$ cat src/rtl/branch_redirect_unit.sv
// -----------------------------------------------------------------------------
// branch_redirect_unit
//
// Execute-side control-transfer resolver. It accepts one branch/jal/jalr from
// decode and spends one cycle resolving the condition and the 32-bit target.
// A taken, aligned transfer is then offered to fetch as a held valid/ready
// redirect. Once fetch accepts it, a flush of fixed length kills the younger
// instructions in IF/ID.
//
// Parameters
//   FLUSH_CYCLES : cycles flush stays high after the redirect handshake (1..15)
//   CNT_W        : width of the branch / taken statistic counters
//
// Ports
//   clk, rst            : core clock; asynchronous active-high reset
//   in_valid / in_ready : decode -> unit instruction handshake
//   pc, branoff         : instruction PC and 12-bit decoder offset
//   jal, jalr           : transfer kind (jal has priority when both are set)
//   funct3              : branch condition select
//   rs1_mod, rs2_mod    : forwarded operands
//   redir_valid/ready   : redirect handshake to fetch, target on redir_pc
//   flush               : kill younger instructions in IF/ID
//   link_valid/data     : one-cycle link pulse, pc+4 held until the next link
//   misalign            : one-cycle pulse, taken target has bit1 set
//   branch_cnt          : resolved control transfers (wraps)
//   taken_cnt           : redirected control transfers (wraps)
// -----------------------------------------------------------------------------
module branch_redirect_unit #(
    parameter int FLUSH_CYCLES = 2,
    parameter int CNT_W        = 16
) (
    input  logic             clk,
    input  logic             rst,
    input  logic             in_valid,
    output logic             in_ready,
    input  logic [31:0]      pc,
    input  logic [11:0]      branoff,
    input  logic             jal,
    input  logic             jalr,
    input  logic [2:0]       funct3,
    input  logic [31:0]      rs1_mod,
    input  logic [31:0]      rs2_mod,
    output logic             redir_valid,
    input  logic             redir_ready,
    output logic [31:0]      redir_pc,
    output logic             flush,
    output logic             link_valid,
    output logic [31:0]      link_data,
    output logic             misalign,
    output logic [CNT_W-1:0] branch_cnt,
    output logic [CNT_W-1:0] taken_cnt
);

    typedef enum logic [1:0] {
        ST_IDLE,
        ST_RESOLVE,
        ST_REDIRECT,
        ST_FLUSH
    } state_t;

    localparam logic [3:0] FLUSH_LOAD = 4'(FLUSH_CYCLES);

    // -------------------------------------------------------------------------
    // State and registers
    // -------------------------------------------------------------------------
    state_t             state_q, state_d;

    logic [31:0]        pc_q, pc_d;
    logic [11:0]        off_q, off_d;
    logic               jal_q, jal_d;
    logic               jalr_q, jalr_d;     // already masked by jal priority
    logic [2:0]         f3_q, f3_d;
    logic [31:0]        rs1_q, rs1_d;
    logic [31:0]        rs2_q, rs2_d;

    logic               redir_valid_q, redir_valid_d;
    logic [31:0]        redir_pc_q, redir_pc_d;
    logic               flush_q, flush_d;
    logic [3:0]         flush_cnt_q, flush_cnt_d;
    logic               link_valid_q, link_valid_d;
    logic [31:0]        link_data_q, link_data_d;
    logic               misalign_q, misalign_d;
    logic [CNT_W-1:0]   branch_cnt_q, branch_cnt_d;
    logic [CNT_W-1:0]   taken_cnt_q, taken_cnt_d;

    // -------------------------------------------------------------------------
    // Resolve datapath (only meaningful while in ST_RESOLVE)
    // -------------------------------------------------------------------------
    logic        cond_taken;
    logic        is_link;
    logic        taken;
    logic [31:0] target_rel;
    logic [31:0] target_jalr;
    logic [31:0] target;

    always_comb begin
        cond_taken = 1'b0;
        case (f3_q)
            3'b000:  cond_taken = (rs1_q == rs2_q);
            3'b001:  cond_taken = (rs1_q != rs2_q);
            3'b100:  cond_taken = ($signed(rs1_q) <  $signed(rs2_q));
            3'b101:  cond_taken = ($signed(rs1_q) >= $signed(rs2_q));
            3'b110:  cond_taken = (rs1_q <  rs2_q);
            3'b111:  cond_taken = (rs1_q >= rs2_q);
            default: cond_taken = 1'b0;     // 010/011 are not branches
        endcase
    end

    assign is_link     = jal_q | jalr_q;
    assign taken       = is_link | cond_taken;
    assign target_rel  = pc_q + {{20{off_q[11]}}, off_q};
    // For jalr the decoder already folded rs1+imm into the offset; only the
    // page bits come from the PC and bit0 is cleared.
    assign target_jalr = {pc_q[31:12], off_q[11:1], 1'b0};
    assign target      = jalr_q ? target_jalr : target_rel;

    // -------------------------------------------------------------------------
    // Next-state logic
    // -------------------------------------------------------------------------
    // NOTE: every signal gets a default before the case so no path leaves a
    // combinational output unassigned (which would infer a latch).
    always_comb begin
        state_d       = state_q;
        pc_d          = pc_q;
        off_d         = off_q;
        jal_d         = jal_q;
        jalr_d        = jalr_q;
        f3_d          = f3_q;
        rs1_d         = rs1_q;
        rs2_d         = rs2_q;
        redir_valid_d = redir_valid_q;
        redir_pc_d    = redir_pc_q;
        flush_d       = flush_q;
        flush_cnt_d   = flush_cnt_q;
        link_valid_d  = 1'b0;               // pulse outputs
        link_data_d   = link_data_q;
        misalign_d    = 1'b0;
        branch_cnt_d  = branch_cnt_q;
        taken_cnt_d   = taken_cnt_q;

        case (state_q)
            ST_IDLE: begin
                if (in_valid) begin
                    pc_d    = pc;
                    off_d   = branoff;
                    jal_d   = jal;
                    jalr_d  = jalr & ~jal;
                    f3_d    = funct3;
                    rs1_d   = rs1_mod;
                    rs2_d   = rs2_mod;
                    state_d = ST_RESOLVE;
                end
            end

            ST_RESOLVE: begin
                branch_cnt_d = branch_cnt_q + 1'b1;
                if (is_link) begin
                    link_valid_d = 1'b1;
                    link_data_d  = pc_q + 32'd4;
                end
                state_d = ST_IDLE;
                if (taken) begin
                    if (target[1]) begin
                        misalign_d = 1'b1;
                    end else begin
                        taken_cnt_d   = taken_cnt_q + 1'b1;
                        redir_pc_d    = target;
                        redir_valid_d = 1'b1;
                        state_d       = ST_REDIRECT;
                    end
                end
            end

            ST_REDIRECT: begin
                if (redir_ready) begin
                    redir_valid_d = 1'b0;
                    flush_d       = 1'b1;
                    flush_cnt_d   = FLUSH_LOAD;
                    state_d       = ST_FLUSH;
                end
            end

            ST_FLUSH: begin
                // The counter holds the flush-high cycles still to run,
                // including the current one.
                if (flush_cnt_q <= 4'd1) begin
                    flush_d     = 1'b0;
                    flush_cnt_d = 4'd0;
                    state_d     = ST_IDLE;
                end else begin
                    flush_cnt_d = flush_cnt_q - 1'b1;
                end
            end

            default: state_d = ST_IDLE;
        endcase
    end

    // -------------------------------------------------------------------------
    // Registers
    // -------------------------------------------------------------------------
    // NOTE: sequential state uses non-blocking assignments so every register
    // samples the pre-edge values regardless of statement order. All registers
    // are small flops (no memories), so all of them are reset.
    always_ff @(posedge clk or posedge rst) begin
        if (rst) begin
            state_q       <= ST_IDLE;
            pc_q          <= '0;
            off_q         <= '0;
            jal_q         <= 1'b0;
            jalr_q        <= 1'b0;
            f3_q          <= '0;
            rs1_q         <= '0;
            rs2_q         <= '0;
            redir_valid_q <= 1'b0;
            redir_pc_q    <= '0;
            flush_q       <= 1'b0;
            flush_cnt_q   <= '0;
            link_valid_q  <= 1'b0;
            link_data_q   <= '0;
            misalign_q    <= 1'b0;
            branch_cnt_q  <= '0;
            taken_cnt_q   <= '0;
        end else begin
            state_q       <= state_d;
            pc_q          <= pc_d;
            off_q         <= off_d;
            jal_q         <= jal_d;
            jalr_q        <= jalr_d;
            f3_q          <= f3_d;
            rs1_q         <= rs1_d;
            rs2_q         <= rs2_d;
            redir_valid_q <= redir_valid_d;
            redir_pc_q    <= redir_pc_d;
            flush_q       <= flush_d;
            flush_cnt_q   <= flush_cnt_d;
            link_valid_q  <= link_valid_d;
            link_data_q   <= link_data_d;
            misalign_q    <= misalign_d;
            branch_cnt_q  <= branch_cnt_d;
            taken_cnt_q   <= taken_cnt_d;
        end
    end

    // -------------------------------------------------------------------------
    // Outputs
    // -------------------------------------------------------------------------
    assign in_ready    = (state_q == ST_IDLE);
    assign redir_valid = redir_valid_q;
    assign redir_pc    = redir_pc_q;
    assign flush       = flush_q;
    assign link_valid  = link_valid_q;
    assign link_data   = link_data_q;
    assign misalign    = misalign_q;
    assign branch_cnt  = branch_cnt_q;
    assign taken_cnt   = taken_cnt_q;

endmodule

$ cat config.mk
export PLATFORM = sky130hd
export DESIGN_NAME = branch_redirect_unit
export DESIGN_NICKNAME = d
export VERILOG_FILES = /design/src/rtl/branch_redirect_unit.sv
export SDC_FILE = /design/constraint.sdc
export NUM_CORES = 1
export LEC_CHECK = 0
export ABC_CLOCK_PERIOD_IN_PS = 13800
export CAP_MARGIN = 15
export CORE_ASPECT_RATIO = 0.8
export CORE_MARGIN = 5
export CORE_UTILIZATION = 35
export CTS_BUF_LIST = sky130_fd_sc_hd__clkbuf_4
export DETAILED_ROUTE_END_ITERATION = 8
export GPL_TIMING_DRIVEN = 0
export PLACE_DENSITY = 0.55
export RECOVER_POWER = 50
export SLEW_MARGIN = 20
export SYNTH_ARGS = -nofsm -noshare
export SYNTH_HDL_FRONTEND = slang
export SYNTH_SLANG_ARGS = --single-unit
$ cat constraint.sdc
create_clock -name clk -period 13.8 [get_ports clk]
set_input_delay 1.38 -clock clk [delete_from_list [all_inputs] [get_ports clk]]
set_output_delay 1.38 -clock clk [all_outputs]
set_load 0.03 [all_outputs]
# Word level (Yosys, flattened, before mapping)

Cells that the tools add are included.

Register bits after elaboration: 218
Input port bits: 117
Output and inout bits: 101
Word-level logic and storage cells: 81

Add/sub/neg operators: 5
$lt $le $gt $ge: 5
Eq/ne operators: 15
Multiplexer cells: 23
Bitwise operators: 5
Reduce and logical (&&, ||, !) cells: 11

Operators with widths:

| kind                    | count |
|---|---|
| $ge A32 B32 Y1          | 2 |
| $lt A32 B32 Y1          | 2 |
| $add A16 B1 Y16 const B | 2 |
| $add A32 B3 Y32 const B | 1 |
| $add A32 B32 Y32        | 1 |
| $eq A32 B32 Y1          | 1 |
| $mux W32                | 1 |
| $ne A32 B32 Y1          | 1 |
| $eq A3 B3 Y1 const B    | 4 |
| $mux W1                 | 10 |
| $mux W2                 | 5 |
| $ne A2 B2 Y1 const B    | 5 |
| $reduce_and A3 Y1       | 3 |
| $mux W4                 | 2 |
| $pmux W2 S4             | 1 |
| $pmux W4 S2             | 1 |
| $pmux W1 S6             | 1 |
| $reduce_and A2 Y1       | 3 |
| $eq A2 B2 Y1 const B    | 2 |
| $le A4 B1 Y1 const B    | 1 |
| $pmux W1 S2             | 2 |
| $reduce_and A4 Y1       | 1 |
| $reduce_bool A2 Y1      | 2 |
| $sub A4 B1 Y4 const B   | 1 |
| other kinds (7)         | 9 |

# Logic depth before layout (Yosys ltp)

Depth in word-level cells: 5
Gate-level depth with buffers: 13
Gate-level depth less buffers: 12

# Worst setup path after synthesis

No wires, ideal clock.

Path kind: register -> register
Start point: register rs1_q[31]
End point: register taken_cnt_q[15], in the netlist taken_cnt[15]
Setup time: 133 ps
Arrival time: 3006 ps
Required time: 13667 ps
Path slack: 10662 ps
Stages on the path, launching flop included: 13
Buffers on the path: 1
Clock period less this slack: 3138 ps
Cell sequence: dfrtp_1 > ha_1 > nand4_2 > nor4_4 > nand3_2 > and4b_1 > a221o_1 > a2111oi_4 > a22oi_2 > buf_6 > nor3_4 > nand4_1 > xnor2_1

Longest elaborated chain between the ends: 4

Ends and longest elaborated chain:

| what                                   | line | text |
|---|---|---|
| start: declaration                     | 73   | `logic [31:0] rs1_q, rs1_d;` |
| start signal: assignment               | 231  | `rs1_q <= rs1_d;` |
| $ge A32 B32 Y1 (tied with other cells) | 104  | `3'b111: cond_taken = (rs1_q >= rs2_q);` |
| $pmux W1 S6 (*)                        | 98   | `case (f3_q)` |
| $or A1 B1 Y1 (*)                       | 110  | `assign taken = is_link \| cond_taken;` |
| $reduce_and A3 Y1 (no line) (*)        | n/a  |  |
| end signal: assignment                 | 241  | `taken_cnt_q <= taken_cnt_d;` |
| end: declaration                       | 84   | `logic [CNT_W-1:0] taken_cnt_q, taken_cnt_d;` |

Mark *: on every way between the ends. The rest lies on a longest branch, timed or not.
A chain may end at the register's enable or synchronous reset.

==> impl_summary.txt <==
----------------------------------------------------
[Yosys]
  Async SR Flop Fraction ... 100%
  Cell types with the largest area share after synthesis ... dfrtp_1 47%, mux2_2 7.9%, ha_1 7.4%
  Yosys warnings ... 0
  Predominant post-synthesis flop cell ... dfrtp_1
  Sequential area share after synthesis ... 47.2%
  Share of Yosys cell area claimed by the top area cell type ... 47.2%
  Number of synthesized flops with an enable pin ... 0
  XOR/XNOR Fraction of Synth Area ... 6.44%
  Distinct cell type count of the synthesized netlist ... 63
  Largest family of logic cells by synthesized area ... simple AND/OR/NAND/NOR gates
  Average size of a mapped cell ... 9.93 um^2
  Synth Instances ... 1,163
  Synth Net Count ... 1,349
  Cell type with the largest total area after synthesis ... dfrtp_1
  Complex-gate fraction of the synthesized area ... 13.2%
  Fraction of the mapped netlist area in simple logic gates ... 14.0%
  Post-synthesis register bit count ... 218
  Portion of netlist area occupied by mux cells ... 8.16%
  Area of the mapped netlist ... 0.0116 mm^2
  Share of synthesized cell area in full adder, half adder and majority cells ... 7.54%

[GRT]
  Overall Global Routing Usage ... 18.1%
  Global-route wire length before repair ... 52.9 mm
  Number of global-route vias before repair ... 9,637
  Number of antenna violations at the first check in global routing ... 2
  Sum of overflow across all layers after global routing ... 0
  Largest net degree at the start of global routing ... 92

[Worst setup path]
  Arrival time reported for the critical path endpoint ... 6.62 ns
  CP endpoint kind ... async pin
  Crit path max fanout ... 86
  Setup CP Type ... in -> async
  Critical Path RT ... 13.41 ns
  Startpoint kind of the worst setup timing path ... primary input

[Floorplan]
  Effective utilization at floorplan ... 35.5%
  Floorplan die height ... 172 um
  Number of rows in the core area ... 59
  Number of primary I/O pins ... 218
  Die extent in x ... 213 um
  Area of the core ... 0.0326 mm^2
  Die area ... 0.0368 mm^2

[Timing]
  Relative slew margins ... -230%
  Max-slew violation count ... 139
  Clock skew ... 0.0426 ns
  Unrepaired setup endpoints after global routing ... no
  Highest clock frequency the design can meet ... 143 MHz
  Setup WS post-layout ... 6.79 ns
  Setup violations, final ... 0
  Setup TNS ... 0 ns
  Slew of the pin with the lowest slew margin ... 4.94 ns
  Worst hold margin ... 0.476 ns
  Final-report hold violation count ... 0
  Post-layout min period ... 7.01 ns
  Fraction of the cycle the final worst path needs ... 50.8%

[Clocking]
  Clock network latency to the later pin of the worst-skew pair ... 0.72 ns
  Quantity of hold-fixing buffers added after cts ... 0
  Count of instances resized after the clock tree is built ... 0
  Total clock sinks ... 218
  Post-CTS Repair Setup Buffers ... 0
  Number of H-tree branching levels ... 2
  CTS buffer count ... 59
  CTS clock-pin slew for the worst setup and hold paths ... 0.06 ns
  Buffer levels on the longest clock path ... 3
  TritonCTS clock tree ... done
  Cell at the root of the clock tree ... clkbuf_4

[Final layout]
  Non-filler cells, final ... 1,914
  Most common library cell in the layout ignoring fill and taps ... dfrtp_1
  Commonest cells after routing, fill and taps aside ... 218 x dfrtp_1, 213 x clkdlybuf4s50_1, 163 x nand2_1
  Final #Nets ... 1,629
  Post-route design area ... 0.0151 mm^2
  Syn-to-layout area delta ... 30.3%
  Final core area utilization ... 46.2%
  Share of cells above drive strength 1 ... 13.0%

[Detailed routing]
  Count of antenna-violating nets left after detailed routing ... 0
  Drt via density ... 4.98
  Total detailed-routing wirelength ... 33.1 mm
  Vias after detailed routing ... 9,532
  Remaining design rule violation count ... 0
  1st-pass router iterations ... 5
  Wire length per cell ... 17.3 um
  Iteration-0 DRC count of the detailed router ... 445

[Power]
  Leak ... 6.56 nW
  Power spent charging and discharging nets ... 1.75 mW
  Portion of total power attributed to combinational logic ... 55.4%
  Overall power ... 3.92 mW
  Part of the total power dissipated in sequential elements ... 29.5%
  Design internal power ... 2.17 mW
  Clock power share ... 15.1%
  Switching Share ... 44.6%
  Power density normalized to cell area ... 261 mW/mm^2
  Peak supply drop ... 0.0000918 V

[Placed design]
  Total half-perimeter wirelength after legalization and detailed placement ... 25.0 mm
  Number of I/O port buffers ... 216
  Post-DP Area ... 0.0143 mm^2
  Worst slack after detailed placement ... 9.74 ns
  Post-Place Cells ... 1,809
  Final weighted congestion in routability-driven placement ... 0.822

[Run status]
  Violated checks ... capacitance limit, slew limit
  Status ... finished, violations left

[Min path]
  Worst min-delay path category ... reg -> reg

[Run]
  Max capacitance violation total ... 3

----------------------------------------------------
per-layer routing:
layer / track usage, % / part of all wire [%] / up-vias / routed length (um)
met5: 0 / 0.060 / - / 20
met3: 3.77 / 5.3 / 51 / 1740
li1: - / - / 4670 / -
met1: 26.5 / 49 / 4602 / 16300
met4: 5.17 / 1.9 / 2 / 629
met2: 27.1 / 44 / 207 / 14400
layout make-up:
class                      instances  area, um^2
tap                              427         534
timing repair buffer             219        2200
fill                            3118       17500
antenna                            2        5.00
multi-input combinational        844        5700
clock buffer                      92         691
inverter                          52         196
sequential                       218        5460
buffer                            49         196
clock inverter                    11        70.1
worst paths after layout:
check                      cells after the start                  endpoint  slack, ns                     start
max                                            3      off_q[2]$_DFFE_PP0P_       6.79                       rst
min                                            1  redir_pc[30]$_DFFE_PP0P_       0.48  redir_pc[30]$_DFFE_PP0P_
max reg2reg                                   11  redir_pc[25]$_DFFE_PP0P_       9.88     off_q[11]$_DFFE_PP0P_
min reg2reg                                    1  redir_pc[30]$_DFFE_PP0P_       0.48  redir_pc[30]$_DFFE_PP0P_
max in group clk                              11  redir_pc[25]$_DFFE_PP0P_       9.88     off_q[11]$_DFFE_PP0P_
min in group asynchronous                      2  taken_cnt[7]$_DFFE_PP0P_       1.62                       rst
registers in the layout, summed over array words and instances (netlist names), named ones only:
register,flops
jalr_q,1
flush,1
link_valid,1
jal_q,1
state_q,1
branch_cnt,16
rs1_q,32
pc_q,32
misalign,1
flush_cnt_q,4
redir_valid,1
f3_q,3
taken_cnt,16
rs2_q,32
redir_pc,31
link_data,32
off_q,12
Yosys cell counts (all sizes together), types with 3 or more instances:
library cell / instances
a31oi: 6
nand4: 29
and2: 6
xor2: 35
nor4: 4
ha: 68
nor2: 52
o21a: 6
nor2b: 4
o31ai: 3
buf: 5
nor3: 12
a22o: 3
o21bai: 4
a211oi: 6
xnor2: 50
o21ai: 123
a21oi: 74
a21o: 12
mux2i: 3
and3: 18
nand2b: 8
mux2: 81
clkbuf: 44
nand3: 28
or3: 5
a311oi: 4
inv: 52
dfrtp: 218
nand3b: 3
o211ai: 3
nand2: 163
critical path: stages:
cell	delay, ns
dlygate4sd3_1	0.55
clkinvlp_2	1.08
clkbuf_1	3.52
logic make-up after synthesis:
group | after synthesis
adders and majority gates | 69
DFF | 218
xor gates and xnor gates | 85
AOI/OAI and AO/OA | 263
other | 1
and+or+nand+nor | 342
buffers and inverters | 101
muxes | 84
power groups by stage:
stage | Clock, mW | Sequential [mW] | Combinational [mW]
finish | 0.593 | 1.16 | 2.17
global route | 0.654 | 1.20 | 2.45
CTS | 0.619 | 1.16 | 2.19
detailed placement | 0 | 1.17 | 2.18
global placement | 0 | 1.17 | 2.14
floorplan | 0 | 1.29 | 1.37
Power figures use the tool's default switching activity.
